$ cat src/rtl/wall_refill_sequencer.sv
// Rebuilds a player's brick wall in brick RAM after a wall-empty flag or game start.
// Writes one cell per clock during vertical blank and reports per-player wall-ready status.
module wall_refill_sequencer #(
  parameter int unsigned ROWS = 8,
  parameter int unsigned COLS = 32
) (
  input  logic                                     CLK_DRV,
  input  logic                                     RESET,
  input  logic                                     FPD1,
  input  logic                                     FPD2,
  input  logic                                     START_GAME,
  input  logic                                     VBLANK,
  output logic [$clog2(ROWS)+$clog2(COLS):0]       BRICK_ADDR,
  output logic                                     BRICK_WE,
  output logic                                     BRICK_WD,
  output logic                                     BUSY,
  output logic                                     WALL1_RDY,
  output logic                                     WALL2_RDY
);

  localparam int unsigned RW = $clog2(ROWS);
  localparam int unsigned CW = $clog2(COLS);

  typedef enum logic [1:0] {
    S_IDLE  = 2'd0,
    S_SWEEP = 2'd1,
    S_DONE  = 2'd2
  } state_t;

  state_t        state;
  logic          fpd1_q;
  logic          fpd2_q;
  logic          pend1;
  logic          pend2;
  logic          player;
  logic [RW-1:0] row;
  logic [CW-1:0] col;

  logic req1;
  logic req2;
  logic take1;
  logic take2;
  logic col_last;
  logic last_cell;

  // Rising-edge requests; START_GAME asks for both walls.
  assign req1 = (FPD1 & ~fpd1_q) | START_GAME;
  assign req2 = (FPD2 & ~fpd2_q) | START_GAME;

  // Player 1 wins when both are pending.
  assign take1 = (state == S_IDLE) & pend1;
  assign take2 = (state == S_IDLE) & ~pend1 & pend2;

  assign col_last  = (col == CW'(COLS - 1));
  assign last_cell = (row == RW'(ROWS - 1)) & col_last;

  assign BRICK_ADDR = {player, row, col};
  assign BRICK_WE   = (state == S_SWEEP) & VBLANK;
  assign BRICK_WD   = 1'b1;

  always_ff @(posedge CLK_DRV) begin
    if (RESET) begin
      state     <= S_IDLE;
      fpd1_q    <= 1'b1;
      fpd2_q    <= 1'b1;
      pend1     <= 1'b0;
      pend2     <= 1'b0;
      player    <= 1'b0;
      row       <= '0;
      col       <= '0;
      BUSY      <= 1'b0;
      WALL1_RDY <= 1'b0;
      WALL2_RDY <= 1'b0;
    end else begin
      fpd1_q <= FPD1;
      fpd2_q <= FPD2;
      // A new request outranks the clear on sweep entry.
      pend1  <= req1 | (pend1 & ~take1);
      pend2  <= req2 | (pend2 & ~take2);

      case (state)
        S_IDLE: begin
          if (pend1 | pend2) begin
            state  <= S_SWEEP;
            BUSY   <= 1'b1;
            player <= ~pend1;
            row    <= '0;
            col    <= '0;
          end
        end
        S_SWEEP: begin
          // Address holds while VBLANK is low, so no cell is skipped.
          if (VBLANK) begin
            col <= col + CW'(1);
            if (col_last) begin
              row <= row + RW'(1);
            end
            if (last_cell) begin
              state <= S_DONE;
            end
          end
        end
        S_DONE: begin
          state <= S_IDLE;
          BUSY  <= 1'b0;
          if (player) begin
            WALL2_RDY <= 1'b1;
          end else begin
            WALL1_RDY <= 1'b1;
          end
        end
        default: begin
          state <= S_IDLE;
          BUSY  <= 1'b0;
        end
      endcase

      // A request in the DONE cycle beats the ready set above.
      if (req1) begin
        WALL1_RDY <= 1'b0;
      end
      if (req2) begin
        WALL2_RDY <= 1'b0;
      end
    end
  end

endmodule

$ cat config.mk
export PLATFORM = sky130hd
export DESIGN_NAME = wall_refill_sequencer
export DESIGN_NICKNAME = d
export VERILOG_FILES = /design/src/rtl/wall_refill_sequencer.sv
export SDC_FILE = /design/constraint.sdc
export NUM_CORES = 1
export LEC_CHECK = 0
export CAP_MARGIN = 20
export CORE_UTILIZATION = 52
export CTS_CLUSTER_SIZE = 24
export DETAILED_ROUTE_END_ITERATION = 7
export PLACE_DENSITY = 0.82
export RECOVER_POWER = 50
export REMOVE_ABC_BUFFERS = 1
export SYNTH_ARGS = -nofsm -noshare
export SYNTH_HDL_FRONTEND = slang
export SYNTH_SLANG_ARGS = --single-unit
$ cat constraint.sdc
create_clock -name CLK_DRV -period 3.7 [get_ports CLK_DRV]
set_input_delay 1.11 -clock CLK_DRV [delete_from_list [all_inputs] [get_ports CLK_DRV]]
set_output_delay 1.11 -clock CLK_DRV [all_outputs]
set_load 0.02 [all_outputs]
==> qor.yml <==
outcome: "completed"
die_h_um: 44.00
drive_gt1_share_pct: 8.182
timing.setup.tns_ns: 0
initial_core_util_pct: 58.17
synth.ff_latch_count: 18
final_cell_mix: "18 x dfxtp_1, 16 x clkdlybuf4s50_1, 9 x a21oi_1"
worst_slew_margin_rel_pct: 56.16
skew_ns: 0.007913
fmax_mhz: 279.4
drv_cap: 0
start_kind: "input pin"
finish.instance_area_um2: 1080
slew_viol_final: 0
rows: 14
clockBufferDepth: 2
hp-class: "reg -> reg"
clk_latency_ns: 0.30
cts-resized-gates: 0
post-place-ws_ns: 0.2003
route.detailed.drc: 0
synth_area_per_cell_um2: 9.553
period_minus_slack_ns: 3.579
io-pin-count: 20
final_common_cell: "dfxtp_1"
max_stage_delay_ns: 0.62
grt_pass1_vias: 691
timing.final.ws_setup_ns: 0.1214
antenna_cells: 0
min_period_over_period_pct: 96.72
cts_made_buffers: 3
cp_slowest_cell: "clkdlybuf4s50_1"
ctsHoldBuffers: 0
fp.dieArea_um2: 1936
hold_viol: 0
routabilityCongestion: 0.6819
antenna_found_initial: 0
post_synth_inst_count: 96
grt_overflow: 0
cts_setup_buffers: 0
totalWireLength_um: 1804
core_area_um2: 1577
via_per_inst: 6.063
rsz0062_at_grt: "no"
finalSetupViolCount: 0
crit_required_ns: 2.59
netlist-cell-type-count: 38
dpl_cell_area_um2: 1069
path_cells: "dlygate4sd3_1, and3b_1, clkdlybuf4s50_1"
synth_warnings: 0
cts.sinks: 18
clk_pin_slew_ns: 0.10
htreeDepth: 1
p_leak_nw: 0.4221
crit_path_end_kind: "output pin"
grt_max_degree: 22
cts_tree: "yes"
place_hpwl_um: 1227
io_buffers: 18
finalPower_mw: 0.3574
root_buffer: "clkbuf_4"
seq_area_frac_synth_pct: 39.29
critPathBufInv: 2
ir_worst_vdd_mv: 0.2873
critical_path_peak_fanout: 2
nets: 122
grtUsageTotal_pct: 21.99
cp.arrival_ns: 2.47
syn_to_final_growth_pct: 17.74
synth_area_um2: 917.1
die_w_um: 44.00
power.density_nw_per_um2: 331.0
grt_pass1_wl_um: 3042
crit_family: "buffers and inverters"
worstMarginPinSlew_ns: 0.6555
post-route-util_pct: 68.49
firstDrtPassIters: 4
critPathKind: "in -> out"
drt-initial-drc-count: 16
vias: 764
routedWlPerCell_um: 14.32
postRouteAntennaNets: 0
## cell usage after synthesis, drive strengths merged
library cell	n	area [um^2]
a2111oi	1	8.760
a211o	2	17.52
a211oi	2	20.02
a21boi	3	22.52
a21oi	9	45.04
a221oi	1	8.760
a31oi	2	12.51
and3	1	6.260
and3b	1	8.760
and4b	2	20.02
buf	7	52.54
clkbuf	1	3.750
conb	1	3.750
dfxtp	18	360.4
ha	4	50.05
inv	5	18.77
mux2i	2	20.02
nand3	2	10.01
nand4b	2	17.52
nor2	5	18.77
nor2b	1	13.76
nor3	3	26.28
nor3b	1	7.510
nor4	2	18.77
nor4b	1	15.01
nor4bb	1	10.01
o211a	1	10.01
o211ai	2	15.01
o21ai	7	35.03
o31ai	2	15.01
or2	4	25.02
## path summary, 6_finish.rpt
kind | startpoint | end | slack, ns | cells after the start
setup / recovery | VBLANK | BRICK_WE | 0.12 | 3
hold / removal | col[4] | col[4] | 0.50 | 2
setup reg to reg | col[0] | row[0] | 2.03 | 6
hold reg to reg | col[4] | col[4] | 0.50 | 2
## worst reg2reg max path: cells and delay by family (launching register included)
kind | cells | cell delay (ns)
simple gates | 2 | 0.46
fa+ha+maj | 2 | 0.45
flops | 1 | 0.43
compound gates | 2 | 0.26
## flip-flops by register name, indices dropped and copies added, names as in the netlist
name       cells
col            5
row            3
state          2
BUSY           1
WALL1_RDY      1
WALL2_RDY      1
fpd1_q         1
fpd2_q         1
pend1          1
pend2          1
player         1
## power breakdown
| group | switching, mW | internal, mW | total (mW) |
|---|---|---|---|
| Combinational | 0.0288 | 0.0225 | 0.0514 |
| Sequential | 0.00918 | 0.201 | 0.210 |
| Clock | 0.0584 | 0.0380 | 0.0963 |
## final cells by class
cell class | instances | area [um^2]
fill | 130 | 496.7
tap | 16 | 20.02
sequential | 18 | 360.3
clock buffer | 3 | 22.52
multi-input combinational | 65 | 474.2
timing repair buffer | 19 | 183.9
inverter | 5 | 18.77
## per-stage QoR
stage               hold slack, ns  std cells
CTS                         0.5000        126
global placement            0.4755        123
detailed placement          0.4860        123
global route                0.5256        126
finish                      0.5015        126
floorplan                   0.4513         88
## per-layer routing
metal / track usage (%) / wire, um / share of wire (%)
met3: 6.250 / 78 / 4.3
met5: 0 / 0 / 0
met1: 29.31 / 906 / 50
met2: 31.64 / 777 / 43
met4: 12.73 / 41 / 2.3
## logic make-up after synthesis
| family | share of synthesized area [%] |
|---|---|
| AOI/OAI and AO/OA | 22.92 |
| buffers and inverters | 8.184 |
| adders and majority gates | 5.457 |
| and+or+nand+nor | 21.56 |
| DFF | 39.29 |
| muxes | 2.183 |
| other | 0.4089 |
No activity file was read; power rests on OpenSTA's default activity.
